### config.mk
export PLATFORM = sky130hd
export DESIGN_NAME = irq_prio_ctrl
export DESIGN_NICKNAME = d
export VERILOG_FILES = /design/src/rtl/irq_prio_ctrl.sv
export SDC_FILE = /design/constraint.sdc
export NUM_CORES = 1
export LEC_CHECK = 0
export BUFFER_PORTS_ARGS = -buffer_cell sky130_fd_sc_hd__buf_2
export CORE_MARGIN = 8
export CORE_UTILIZATION = 51
export DETAILED_ROUTE_END_ITERATION = 10
export GPL_TIMING_DRIVEN = 0
export PLACE_DENSITY_LB_ADDON = 0.05
export SYNTH_ARGS = -nofsm -noshare
export SYNTH_HDL_FRONTEND = slang
export SYNTH_SLANG_ARGS = --single-unit
export TNS_END_PERCENT = 30
### constraint.sdc
create_clock -name clk -period 2.39 [get_ports clk]
set_input_delay 0.3585 -clock clk [delete_from_list [all_inputs] [get_ports clk]]
set_output_delay 0.3585 -clock clk [all_outputs]
set_load 0.01 [all_outputs]
### src/rtl/irq_prio_ctrl.sv
// irq_prio_ctrl: interrupt capture, priority selection and CPU handshake.
//
// Captures raw interrupt lines into a software-visible pending register.
// Capture is rising-edge (EDGE=1) or level (EDGE=0). The block presents one
// unmasked pending line at a time to the CPU and clears it on acknowledge.
//
// Ports:
//   clk        in   single clock, rising-edge active
//   rst_n      in   asynchronous active-low reset
//   irq_in     in   [N]   raw interrupt lines (synchronous to clk)
//   mask       in   [N]   1 = line excluded from selection (pending kept)
//   ack        in   CPU acknowledge of the presented interrupt
//   irq_req    out  registered request to the CPU
//   irq_id     out  [$clog2(N)] registered index of the presented line
//   irq_onehot out  [N]   registered one-hot form of irq_id
//   pending    out  [N]   pending register
//
// Configuration:
//   IRQ_ROUND_ROBIN_EN defined   -> rotating priority; highest priority goes
//                                   to (last serviced + 1) mod N
//   IRQ_ROUND_ROBIN_EN undefined -> fixed priority, lowest index wins
//
// N must be a power of two and at least 2.

module irq_prio_ctrl #(
  parameter int unsigned N    = 32,
  parameter int unsigned EDGE = 1
) (
  input  logic                 clk,
  input  logic                 rst_n,
  input  logic [N-1:0]         irq_in,
  input  logic [N-1:0]         mask,
  input  logic                 ack,
  output logic                 irq_req,
  output logic [$clog2(N)-1:0] irq_id,
  output logic [N-1:0]         irq_onehot,
  output logic [N-1:0]         pending
);

  localparam int unsigned IW = $clog2(N);

  typedef enum logic [1:0] {
    IDLE,
    REQ,
    DONE
  } state_e;

  state_e          state_q, state_d;
  logic [N-1:0]    irq_in_q;
  logic [N-1:0]    pending_q, pending_d;
  logic [N-1:0]    onehot_q, onehot_d;
  logic [IW-1:0]   id_q, id_d;
  logic            irq_req_q, irq_req_d;

  logic [N-1:0]    set_vec;
  logic [N-1:0]    clr_vec;
  logic [N-1:0]    eligible;
  logic [N-1:0]    win_onehot;
  logic [IW-1:0]   win_id;

  // Lowest set bit of v. The prefix OR is built in log2(N) doubling steps;
  // shifting it up one gives "some lower bit is set", which masks off
  // every bit above the lowest.
  function automatic logic [N-1:0] lowest_set(input logic [N-1:0] v);
    logic [N-1:0] p;
    p = v;
    for (int unsigned k = 1; k < N; k = k << 1) begin
      p = p | (p << k);
    end
    return v & ~(p << 1);
  endfunction

  // Index of a one-hot (or zero) vector.
  function automatic logic [IW-1:0] oh_to_idx(input logic [N-1:0] oh);
    logic [IW-1:0] idx;
    idx = '0;
    for (int unsigned i = 0; i < N; i++) begin
      if (oh[i]) begin
        idx = idx | IW'(i);
      end
    end
    return idx;
  endfunction

  always_comb begin
    if (EDGE != 0) begin
      set_vec = irq_in & ~irq_in_q;
    end else begin
      set_vec = irq_in;
    end
    eligible = pending_q & ~mask;
  end

`ifdef IRQ_ROUND_ROBIN_EN
  logic [IW-1:0] last_q, last_d;
  logic [IW-1:0] rr_base;
  logic [N-1:0]  rot_elig;

  // Rotate eligible so that index rr_base lands on bit 0, pick the lowest
  // bit there, then add rr_base back; IW-bit arithmetic wraps modulo N.
  always_comb begin
    rr_base = last_q + IW'(1);
    for (int unsigned i = 0; i < N; i++) begin
      rot_elig[i] = eligible[IW'(i) + rr_base];
    end
    win_id     = oh_to_idx(lowest_set(rot_elig)) + rr_base;
    win_onehot = '0;
    win_onehot[win_id] = 1'b1;
  end
`else
  always_comb begin
    win_onehot = lowest_set(eligible);
    win_id     = oh_to_idx(win_onehot);
  end
`endif

  always_comb begin
    state_d   = state_q;
    irq_req_d = irq_req_q;
    id_d      = id_q;
    onehot_d  = onehot_q;
    clr_vec   = '0;
`ifdef IRQ_ROUND_ROBIN_EN
    last_d    = last_q;
`endif
    unique case (state_q)
      IDLE: begin
        if (|eligible) begin
          state_d   = REQ;
          irq_req_d = 1'b1;
          id_d      = win_id;
          onehot_d  = win_onehot;
        end
      end
      REQ: begin
        if (ack) begin
          state_d   = DONE;
          irq_req_d = 1'b0;
          clr_vec   = onehot_q;
`ifdef IRQ_ROUND_ROBIN_EN
          last_d    = id_q;
`endif
        end
      end
      DONE: begin
        state_d = IDLE;
      end
      default: begin
        state_d   = IDLE;
        irq_req_d = 1'b0;
      end
    endcase
    // A new capture in the ack cycle survives the clear.
    pending_d = (pending_q & ~clr_vec) | set_vec;
  end

  always_ff @(posedge clk or negedge rst_n) begin
    if (!rst_n) begin
      state_q   <= IDLE;
      irq_in_q  <= '0;
      pending_q <= '0;
      onehot_q  <= '0;
      id_q      <= '0;
      irq_req_q <= 1'b0;
    end else begin
      state_q   <= state_d;
      irq_in_q  <= irq_in;
      pending_q <= pending_d;
      onehot_q  <= onehot_d;
      id_q      <= id_d;
      irq_req_q <= irq_req_d;
    end
  end

`ifdef IRQ_ROUND_ROBIN_EN
  always_ff @(posedge clk or negedge rst_n) begin
    if (!rst_n) begin
      last_q <= IW'(N - 1);
    end else begin
      last_q <= last_d;
    end
  end
`endif

  assign irq_req    = irq_req_q;
  assign irq_id     = id_q;
  assign irq_onehot = onehot_q;
  assign pending    = pending_q;

endmodule

### Word-level counts from Yosys, hierarchy flattened

Cells that the tools add are included.

* equal/unequal tests: 4
* muxes and demuxes: 48
* bitwise gates (word level): 15
* reductions and logical operators: 5

Operators by type and width (number)
* two-way mux 32 bit: 5
* OR 31 bit: 5
* AND 32 bit: 4
* inverter 32 bit: 4
* two-way mux 5 bit: 18
* two-way mux 4 bit: 8
* OR 32 bit: 1
* OR reduction 32 bit: 1
* two-way mux 2 bit: 6
* two-way mux 3 bit: 4
* two-way mux 1 bit: 5
* != test 2 bit (second input constant): 2
* case mux 2 bit (2 select lines): 1
* AND reduction 2 bit: 2
* case mux 1 bit (3 select lines): 1
* AND reduction 3 bit: 1
* equality test 2 x 1 -> 1 bit (second input constant): 1
* equality test 2 bit (second input constant): 1
* logical NOT 2 bit: 1
* inverter 1 bit: 1

* register bits after elaboration: 104
* bits of input ports: 67
* output and inout bits: 70
* word-level logic and storage cells: 78

### Depth between registers and ports, before layout

* depth in word-level cells: 42
* gate-level depth with buffers: 8
* depth with buffers taken out: 6

### Least setup slack after synthesis

OpenSTA, ideal clock, no wires.

* path type: reg2reg
* start: register pending_q[4], in the netlist pending[4]
* end: register onehot_q[25], in the netlist irq_onehot[25]
* setup time: 0.110 ns
* data arrival time: 2.087 ns
* required time: 2.280 ns
* slack: 0.193 ns
* cell stages (with the launch flop): 9
* path buffers: 2
* clock period less this slack: 2.197 ns
* cell sequence: dfrtp_1 > nor2b_1 > nor4_2 > nand4_2 > o41ai_4 > buf_4 > buf_4 > nand2_1 > o41ai_1

* cells in the longest elaborated chain, start to end: 10
* elaborated cells between the ends (all ways): 13
* those cells by class: eq/ne (1); mux (2); bitwise (8); reduce/logical (2)

RTL lines
* from (decl): line 50 `logic [N-1:0] pending_q, pending_d;`
* from (signal assigned): line 168 `pending_q <= pending_d;`
* AND 32 bit *: line 91 `eligible = pending_q & ~mask;`
* OR 31 bit (5 in series): line 68 `p = p | (p << k);`
* inverter 32 bit: line 70 `return v & ~(p << 1);`
* AND 32 bit: line 70
* two-way mux 32 bit: line 128 `if (|eligible) begin`
* two-way mux 32 bit: line 126 `unique case (state_q)`
* to (signal assigned): line 169 `onehot_q <= onehot_d;`
* to (decl): line 51 `logic [N-1:0] onehot_q, onehot_d;`

Every way passes the cells marked *; elsewhere a longest branch is shown, timed or not. The select of a mux whose other input is x is not followed.
A chain may end at the register's enable or synchronous reset.

### Final worst setup path

* start: register pending_q[11], in the netlist pending[11]
* end: register onehot_q[9], in the netlist irq_onehot[9]

* cells in the longest elaborated chain, start to end: 4

RTL lines (line)
* AND 32 bit: 91
* OR reduction 32 bit: 128
* != test 2 bit (no line)
* AND reduction 2 bit (no line)

Every way passes these cells.

==> impl_metrics.json <==
{
  "outcome": "completed",
  "synth_cells": 455,
  "cp_max_fo": 10,
  "antennaDiodeCount": 0,
  "cts_tree": "built",
  "drtIter0Drc": 303,
  "area_delta_synth_final_pct": 26.83,
  "grt_usage_pct": 20.87,
  "clkTransAtPathRegs_ns": 0.10,
  "synthesis.nets": 522,
  "seq_area_frac_synth_pct": 58.00,
  "drive_gt1_share_pct": 29.34,
  "clk_latency_ns": 0.37,
  "portBuffers": 136,
  "async_flop_share_pct": 100.0,
  "die-width_um": 109.8,
  "slowest_stage": "o41ai_4",
  "via_count": 3962,
  "setup_viol": 0,
  "start_kind": "flop",
  "hold_path_class": "in -> reg",
  "timing.hold.ws_ns": 0.09745,
  "path_cells": "nor2b_2, nor4_4, nand4_4, o41ai_4, buf_2, o21ai_0",
  "power_leakage_nw": 2.809,
  "hold_viol": 0,
  "crit_family": "simple AND/OR/NAND/NOR gates",
  "timing.slew.headroom_pct": 57.41,
  "synth_edf_count": 0,
  "vias_per_cell": 5.465,
  "slew_viol_final": 0,
  "start_util_pct": 51.96,
  "cts_buffer_depth": 2,
  "first_global_vias": 4023,
  "first_pass_iters": 5,
  "cts_buffers": 9,
  "final_antenna_net_count": 0,
  "core_area_mm2": 0.008636,
  "ys.flop_type": "dfrtp_1",
  "dp.cells": 700,
  "synth_commonest_cells": "nand2_1 (107), dfrtp_1 (104), o21ai_0 (42)",
  "cts-root-buf": "clkbuf_8",
  "numClockSinks": 104,
  "die_y_um": 109.8,
  "totalWireLength_mm": 12.38,
  "worst_ep_required_time_ns": 2.63,
  "synth_cell_type_count": 44,
  "htree_levels": 3,
  "fin_crit_sh_pct": 96.79,
  "worst_pin_slew_ns": 0.6365,
  "fin_crit_ns": 2.313,
  "grt_max_degree": 63,
  "synth.most_common_cell": "nand2_1",
  "grt_antenna_before_repair": 0,
  "io_pins": 137,
  "ys_ff_latch": 104,
  "fin_nets": 679,
  "critPathKind": "reg -> reg",
  "fin_skew_ns": 0.009197,
  "synth_top_area_cell": "dfrtp_1",
  "synth_area_leaders": "dfrtp_1 (58%), nand2_1 (9.0%), o21ai_0 (4.7%), nand2b_1 (3.6%), nor2b_1 (3.6%)",
  "crit_path_end_kind": "flop",
  "p_per_area_mw_per_mm2": 753.0,
  "gr-total-overflow": 0,
  "drcViolationCount": 0,
  "place.gp.congestion": 0.8353,
  "synth.avg_cell_area_um2": 9.861,
  "dieArea_mm2": 0.01205,
  "synthesis.area_mm2": 0.004487,
  "rsz0062_at_grt": "true",
  "row_count": 34,
  "wl_per_cell_um": 17.07,
  "slowest_delay_ns": 0.50,
  "arrival_ns": 2.55,
  "synth_top_cell_area_share_pct": 58.00,
  "timing.fmax_ghz": 0.4323,
  "instances_no_fill": 725,
  "peakVddDrop_mv": 0.3256,
  "yosysWarnings": 0,
  "hpwlAfterDp_mm": 9.314,
  "grt_pass1_wl_mm": 19.60,
  "crit_buf_inv": 1,
  "cap_viol_max_count": 0
}
-- flip-flops by register name (all words and copies together) (netlist names) --
signal,flops
irq_in_q,32
state_q,2
irq_onehot,32
pending,32
irq_req,1
irq_id,5
-- area by class of cell --
class,count,area [um2]
clock buffers,12,145.1
inverters,35,131.4
flip-flops and latches,104,2603
well taps,108,135.1
plain buffers,11,72.57
clock inverters,4,53.80
multi-input cells,305,1769
fillers,765,2945
repair buffers,146,780.7
-- final timing paths --
check,to,cells past startpoint,slack [ns],from
worst max-delay path,irq_onehot[9]$_DFFE_PN0P_,6,0.08,pending[11]$_DFF_PN0_
worst min-delay path,irq_in_q[15]$_DFF_PN0_,1,0.1,irq_in[15]
worst max register to register,irq_onehot[9]$_DFFE_PN0P_,6,0.08,pending[11]$_DFF_PN0_
worst min register to register,pending[4]$_DFF_PN0_,1,0.42,irq_in_q[4]$_DFF_PN0_
max in group asynchronous,irq_onehot[31]$_DFFE_PN0P_,3,1.17,rst_n
min in group asynchronous,irq_in_q[11]$_DFF_PN0_,2,0.52,rst_n
-- report_power, final --
part	internal, mW	switching (mW)	total (mW)	leakage [nW]
sequential	1.92	0.0936	2.01	1.19
combinational	0.423	0.747	1.17	1.52
clock	0.516	0.587	1.10	0.0928
total	2.86	1.43	4.28	2.81
-- per-stage QoR --
stage | TNS, ns | total power, mW | setup slack [ns] | utilization, % | cell area (um2)
floorplan | 0 | 2.644 | 0.1926 | - | 4487
CTS | -0.04861 | 4.250 | -0.04861 | 64.47 | 5568
finish | 0 | 4.285 | 0.07662 | 65.89 | 5690
global placement | -18.62 | 3.096 | -0.1762 | 61.40 | 5303
global route | -0.08382 | 4.494 | -0.02368 | 65.89 | 5690
detailed placement | -3.352 | 3.126 | -0.1968 | 61.75 | 5333
-- routing by layer --
metal  global-route usage (%)  vias up  wire (um)
li1                         -     1867          -
met1                    27.33     1900       5405
met2                    33.01      165       5616
met3                    4.689       30       1024
met4                    8.100        0        330
met5                        0        -          0
-- what timing repair did --
item / CTS / global route
resized for setup: 3 / 20
pin swaps: 1 / 6
hold buffers: 1 / 0
endpoints found under the hold margin: 1 / 0
setup endpoints to repair: 39 / 39
gates cloned: 0 / 0
setup buffers: 2 / 6
-- cell usage in the layout (no fill, tap or decap), drive strengths merged, types with 4 or more instances in the layout --
| master | count |
|---|---|
| buf | 153 |
| nand2 | 107 |
| dfrtp | 104 |
| o21ai | 43 |
| inv | 35 |
| nand2b | 26 |
| nor2b | 26 |
| o31ai | 17 |
| clkbuf | 15 |
| nor2 | 12 |
| nand3 | 12 |
| o41ai | 9 |
| a21oi | 7 |
| nand4 | 5 |
| nor4 | 4 |
-- worst register-to-register path, delay by kind of cell (launching register included) --
kind / cells / cell delay (ns)
simple gates: 3 / 0.77
compound gates: 2 / 0.65
flops: 1 / 0.39
buf+inv: 1 / 0.37
-- kinds of logic after synthesis --
family / share of synthesized area [%]
AND/OR/NAND/NOR: 23.26
flip-flops: 58.00
AO/OA/AOI/OAI: 14.33
buffers and inverters: 4.155
multiplexers: 0.2510
(Power assumes the default switching activity.)
